$ cat src/rtl/main.sv
// Single-cycle accumulator CPU: 11-bit PC fetches 16-bit instructions, one ACC, HLT freezes until reset.
// Build option MAIN_SIGN_EXTEND_EN: sign-extend the 11-bit immediate instead of zero-extending it.
module main (
  input  logic        clk,
  input  logic        rst_n,
  output logic [10:0] Addr,
  input  logic [15:0] Data,
  output logic        WrRam,
  output logic        RdRam,
  output logic [10:0] Addr_DM,
  output logic [15:0] In_Data,
  input  logic [15:0] Out_Data
);

  typedef enum logic [4:0] {
    OP_HLT  = 5'b00000,
    OP_STO  = 5'b00001,
    OP_LD   = 5'b00010,
    OP_LDI  = 5'b00011,
    OP_ADD  = 5'b00100,
    OP_ADDI = 5'b00101,
    OP_SUB  = 5'b00110,
    OP_SUBI = 5'b00111
  } opcode_e;

  typedef enum logic {
    ST_RUN,
    ST_HALT
  } state_e;

  state_e      state_q, state_d;
  logic [10:0] pc_q, pc_d;
  logic [15:0] acc_q, acc_d;
  opcode_e     opcode;
  logic [10:0] operand;
  logic [15:0] imm;
  logic        running;

  assign opcode  = opcode_e'(Data[15:11]);
  assign operand = Data[10:0];
  assign running = (state_q == ST_RUN);

`ifdef MAIN_SIGN_EXTEND_EN
  assign imm = {{5{operand[10]}}, operand};
`else
  assign imm = {5'b0, operand};
`endif

  always_ff @(posedge clk or negedge rst_n) begin
    if (!rst_n) begin
      state_q <= ST_RUN;
      pc_q    <= '0;
      acc_q   <= '0;
    end else begin
      state_q <= state_d;
      pc_q    <= pc_d;
      acc_q   <= acc_d;
    end
  end

  always_comb begin
    state_d = state_q;
    if (running && opcode == OP_HLT) state_d = ST_HALT;
  end

  // Halted or executing HLT: PC and ACC hold; undefined opcodes just advance the PC.
  always_comb begin
    pc_d  = pc_q;
    acc_d = acc_q;
    if (running && opcode != OP_HLT) begin
      pc_d = pc_q + 11'd1;
      case (opcode)
        OP_LD:   acc_d = Out_Data;
        OP_LDI:  acc_d = imm;
        OP_ADD:  acc_d = acc_q + Out_Data;
        OP_ADDI: acc_d = acc_q + imm;
        OP_SUB:  acc_d = acc_q - Out_Data;
        OP_SUBI: acc_d = acc_q - imm;
        default: acc_d = acc_q;
      endcase
    end
  end

  // Strobes are gated by rst_n so nothing reaches memory while reset is held.
  always_comb begin
    WrRam = 1'b0;
    RdRam = 1'b0;
    if (running && rst_n) begin
      case (opcode)
        OP_STO:                WrRam = 1'b1;
        OP_LD, OP_ADD, OP_SUB: RdRam = 1'b1;
        default: ;
      endcase
    end
  end

  assign Addr    = pc_q;
  assign Addr_DM = operand;
  assign In_Data = acc_q;

endmodule

$ cat config.mk
export PLATFORM = sky130hd
export DESIGN_NAME = main
export DESIGN_NICKNAME = d
export VERILOG_FILES = /design/src/rtl/main.sv
export SDC_FILE = /design/constraint.sdc
export NUM_CORES = 1
export LEC_CHECK = 0
export CORE_UTILIZATION = 55
export CTS_CLUSTER_SIZE = 10
export DETAILED_ROUTE_END_ITERATION = 8
export HOLD_SLACK_MARGIN = 0.02
export PLACE_DENSITY = 0.95
export SLEW_MARGIN = 20
export SYNTH_ARGS = -nofsm -noshare
export SYNTH_HDL_FRONTEND = slang
export SYNTH_SLANG_ARGS = --single-unit
$ cat constraint.sdc
create_clock -name clk -period 3.9 [get_ports clk]
set_input_delay 0.78 -clock clk [delete_from_list [all_inputs] [get_ports clk]]
set_output_delay 0.78 -clock clk [all_outputs]
set_load 0.005 [all_outputs]
After elaboration in Yosys (flattened, before gate mapping)
Index checks and enable logic that the tools add are counted.
{"block": "totals", "input_bits": 34, "word_cells": 29, "register_bits": 28}
{"block": "op_classes", "n_mux": 5, "n_reduce_logical": 8, "bitwise_logic": 1, "n_addsub": 5, "n_eq_ne": 7}
{"op": "$pmux W16 S6", "count": 1}
{"op": "$eq A5 B3 Y1 const B", "count": 4}
{"op": "$add A16 B11 Y16", "count": 1}
{"op": "$add A16 B16 Y16", "count": 1}
{"op": "$sub A16 B11 Y16", "count": 1}
{"op": "$sub A16 B16 Y16", "count": 1}
{"op": "$add A11 B1 Y11 const B", "count": 1}
{"op": "$eq A5 B2 Y1 const B", "count": 2}
{"op": "$reduce_bool A6 Y1", "count": 1}
{"op": "$eq A5 B1 Y1 const B", "count": 1}
{"op": "$logic_not A5 Y1", "count": 1}
{"op": "$reduce_bool A5 Y1", "count": 1}
{"op": "$mux W1", "count": 4}
{"op": "$logic_and A1 B1 Y1", "count": 3}
{"op": "$reduce_or A3 Y1", "count": 1}
{"op": "$reduce_and A2 Y1", "count": 1}
{"op": "$not A1 Y1", "count": 1}

Logic depth before layout (Yosys ltp)
{"block": "depth", "depth_word": 4, "ltp_mapped": 17, "ltp_nobuf": 16}

Worst setup path after synthesis
OpenSTA, ideal clock, no wires.
{"block": "synth_timing", "path_type": "input to register", "from": "in Data[15]", "to": "reg acc_q[13] (netlist: In_Data[13])", "path_stages": 14, "setup_time_ns": 0.126, "t_arrival_ns": 3.612, "setup_slack_ns": 0.162, "path_buffers": 2, "cell_sequence": "nor2_1 > and2_1 > clkbuf_1 > clkbuf_1 > a31oi_1 > o221ai_1 > ha_1 > nor2b_1 > o31a_1 > o21ai_1 > o21ai_1 > a221oi_1 > xor2_1 > o22ai_1"}
{"block": "synth_via", "elab_chain_cells": 3}
{"item": "from (decl)", "line_no": "7", "rtl": "input logic [15:0] Data,"}
{"item": "$eq A5 B3 Y1, or another cell as far along", "line_no": "72", "rtl": "case (opcode)"}
{"item": "$reduce_bool A6 Y1 (no line) or $logic_and A1 B1 Y1 (tied branches)"}
{"item": "$reduce_and A2 Y1 (no line)"}
{"item": "to (signal assigned)", "line_no": "53", "rtl": "acc_q <= '0;"}
{"item": "to (signal assigned)", "line_no": "57", "rtl": "acc_q <= acc_d;"}
{"item": "to (decl)", "line_no": "33", "rtl": "logic [15:0] acc_q, acc_d;"}
Parallel ways exist; a longest one is shown, timed or not.
A chain may end at the register's enable or synchronous reset.

Final worst setup path
{"block": "layout_timing", "from": "in Out_Data[8]", "to": "reg acc_q[15] (netlist: In_Data[15])"}
{"block": "layout_via", "elab_chain_cells": 2}
{"item": "from (decl)", "line_no": "12", "rtl": "input logic [15:0] Out_Data"}
{"item": "$sub A16 B16 Y16 or $add A16 B16 Y16 (tied branches)", "line_no": "77, 75"}
{"item": "$pmux W16 S6 (*)", "line_no": "72"}
Mark *: on every way between the ends. The rest lies on a longest branch, timed or not.

==> impl_metrics.py <==
metrics = {
    "status": {
        "status": "complete, but fails checks",
        "violations": "design-rule violations, negative setup slack",
    },
    "synth": {
        "ys_async_sr_fraction": 1.000,
        "yosys-top-cells-count": "48 x nand2_1, 31 x nor2_1, 28 x dfrtp_1, 26 x a21oi_1, 24 x o21ai_0",
        "synthTopCellsByArea": "dfrtp_1 23%, ha_1 7.3%, nand2_1 5.8%",
        "ys_types": 55,
        "synth_fp_nets": 448,
        "yosysWarningCount": 0,
        "synth_most_common_cell": "nand2_1",
        "synth_ff_type": "dfrtp_1",
        "synth_top_cell_area_share": 0.2261,
        "netlist_area_um2": 3099,
        "postSynthAreaPerCell_um2": 7.846,
        "synth_top_area_cell": "dfrtp_1",
        "synth_edf_count": 0,
        "ys_seq_elements": 28,
        "yosysSeqAreaShare": 0.2261,
        "netlist_instances": 395,
    },
    "placement": {
        "dpl.hpwl_um": 9221,
        "preCtsSetupSlack_ps": -316.3,
        "placed_cell_area_um2": 4387,
        "portBuffers": 73,
        "gp_congestion": 1.012,
    },
    "worst_setup_path": {
        "arrival_ps": 4270,
        "crit_chain": "clkdlybuf4s50_1, nor3_1, nand3_1, nor3_2, o21ai_0, nand2_1, a22oi_1, ha_1, nand4_1, or2_2, o211a_1, or3_4, a21o_1, nand3_2",
        "cp.buffers_inverters": 1,
        "critPathTopFamily": "simple AND/OR/NAND/NOR gates",
        "required_ps": 4120,
        "r2r_setup_slack_ps": 1170,
        "crit_slowest_cell": "clkdlybuf4s50_1",
        "cp_max_fo": 3,
        "end_kind": "flip-flop",
        "path_class": "in2reg",
        "worstSetupStartpointType": "primary input",
        "cpPeakStageDelay_ps": 510,
    },
    "timing": {
        "post-route-min-period_ps": 4050,
        "setup_ws_ps": -150.0,
        "timing.fmax_ghz": 0.2469,
        "whs_ps": 475.5,
        "fin_setup_tns_ps": -429.2,
        "slew_violations": 0,
        "finalCritPeriodShare": 1.038,
        "fin_skew_ps": 5.576,
        "hold_viol": 0,
        "maxSlewHeadroom": 0.3489,
        "tightest_slew_ps": 973.0,
        "setup_viol": 7,
    },
    "pwr": {
        "power_frac_seq": 0.225,
        "p_sw_uw": 1081,
        "p_sw_frac": 0.4439,
        "vdd_drop_max_mv": 0.4741,
        "pwr-share-clk": 0.074,
        "internal_power_uw": 1354,
        "leakage_uw": 0.002147,
        "combPwrFrac": 0.702,
        "power.density_nw_per_um2": 515.8,
    },
    "cts": {
        "cts_sinks": 28,
        "cts.htree.levels": 1,
        "cts_buffers": 3,
        "cts_root_buf": "clkbuf_8",
        "insertion_delay_ps": 280,
        "hold_buffers": 0,
        "clock_path_buffers": 2,
        "path_clk_slew_ps": 90,
        "cts_tree": "yes",
    },
    "global_routing": {
        "overflow": 0,
        "grt_pass1_vias": 3970,
        "grt.total_usage": 0.4105,
        "grt_pass1_wl_um": 19070,
        "grt_max_degree": 29,
        "antenna_found_initial": 1,
    },
    "layout": {
        "fin_nets": 583,
        "final_core_util": 0.8958,
        "fin_area_um2": 4721,
        "areaGrowthSynthToFinish_pct": 52.32,
        "drive_gt1_frac": 0.2665,
    },
    "floorplan": {
        "core_area_um2": 5270,
        "dieArea_um2": 5939,
        "fp.dieW_um": 77.07,
        "num_io_pins": 74,
        "rows": 26,
        "initial_utilization": 0.5881,
        "chipHeight_um": 77.07,
    },
    "route": {
        "dr.pass1.iters": 9,
        "via_per_inst": 7.493,
        "dr_wl_met3_um": 2353,
        "drc": 24,
        "drt-total-wl_um": 15190,
        "m1WireLength_um": 4939,
        "drt_iter0_markers": 1339,
        "dr.max_layer_used": "met4",
        "wl_met2_um": 6249,
        "drtAntennaViolNets": 0,
        "num_vias": 4496,
        "wl_per_cell_um": 25.31,
    },
    "run": {
        "maxCapViolCount": 0,
    },
    "hold_path": {
        "min_path_type": "reg2reg",
    },
}
[sequential cells by signal (all words and copies together), names as in the netlist]
register,flops
Addr,11
state_q,1
In_Data,16
[placed cells by master, fill, tap and decap left out, types with 3 or more instances in the layout]
cell             netlist  routed
buf_6                  0       4
o22ai_1               11       7
nand4_1                6       6
a22oi_1                8       7
o21ai_0               24      21
o22ai_2                0       4
o21ai_1                6       7
nand3_1               10      10
inv_1                 12      11
a21oi_2                0       5
clkdlybuf4s50_1        0      62
nor3_1                 9       7
nand2_1               48      45
xor2_1                12      12
a221oi_2               0       3
clkbuf_8               0       4
dfrtp_1               28      28
a222oi_1               7       7
a21oi_1               26      20
a21o_1                 8       8
o21a_1                 4       4
and3_1                 5       5
o211ai_1               3       3
nor4_1                 3       3
buf_4                 11      83
nor2_1                31      31
nand2_2                0       3
xnor2_1               19      19
ha_1                  18      15
nor2b_1                4       3
nor4_4                 2       3
o21bai_1               3       3
mux2i_1               13      12
dlymetal6s2s_1         0      11
[per-layer routing]
| layer | vias up | GRT usage |
|---|---|---|
| met5 | - | 0 |
| met4 | 0 | 0.2679 |
| met3 | 234 | 0.08810 |
| met2 | 588 | 0.6750 |
| met1 | 1953 | 0.4814 |
| li1 | 1721 | - |
[path summary, 6_finish.rpt]
check	startpoint	endpoint	depth (start not counted)
max	Out_Data[8]	In_Data[15]	14
min	Addr[10]	Addr[10]	1
max reg2reg	In_Data[0]	In_Data[6]	12
min reg2reg	Addr[10]	Addr[10]	1
max in group asynchronous	rst_n	Addr[4]	2
min in group asynchronous	rst_n	In_Data[1]	2
[logic make-up (layout without fill, tap and decap cells)]
group,after synthesis,in the layout,synth area share
flip-flops,28,28,0.2261
multiplexers,15,15,0.04925
AO/OA/AOI/OAI,121,121,0.2568
other,0,1,0
AND/OR/NAND/NOR,137,137,0.2341
XOR/XNOR,31,31,0.08761
adder cells (fa/ha/maj),19,19,0.07913
buffers and inverters,44,178,0.06701
[stage by stage]
stage,instances,power (µW)
floorplan,395,1234
global placement,589,1849
detailed placement,589,1951
CTS,593,2150
global route,600,2518
finish,600,2435
[what timing repair did]
item	CTS	global route
pin swaps	1	26
setup endpoints to repair	1	12
resized for setup	5	52
buffers inserted	0	6
[power by group through the flow]
stage / Clock, µW / Combinational, µW / Sequential (µW)
after floorplan: 0 / 717 / 516
after global placement: 0 / 1330 / 522
after detailed placement: 0 / 1420 / 532
after CTS: 180 / 1440 / 531
after global routing: 193 / 1770 / 551
final: 179 / 1710 / 547
[cell type report]
cell class | instances | area [µm²]
timing repair buffer | 161 | 1446
inverter | 13 | 48.80
tap | 70 | 87.58
clock buffer | 4 | 55.05
antenna | 1 | 2.502
fill | 214 | 549.3
sequential | 28 | 700.7
multi-input combinational | 323 | 2380
[worst register-to-register path, stage by stage, from the launching register on]
cell,delay [ps]
dfrtp_1,440
inv_1,90
ha_1,190
inv_1,70
fa_1,400
a21o_1,200
a21oi_1,240
buf_4,170
o21bai_1,70
a21oi_1,190
xnor2_1,80
a222oi_1,320
o21ai_0,140
Note: power is estimated with default switching activity, not from simulation.
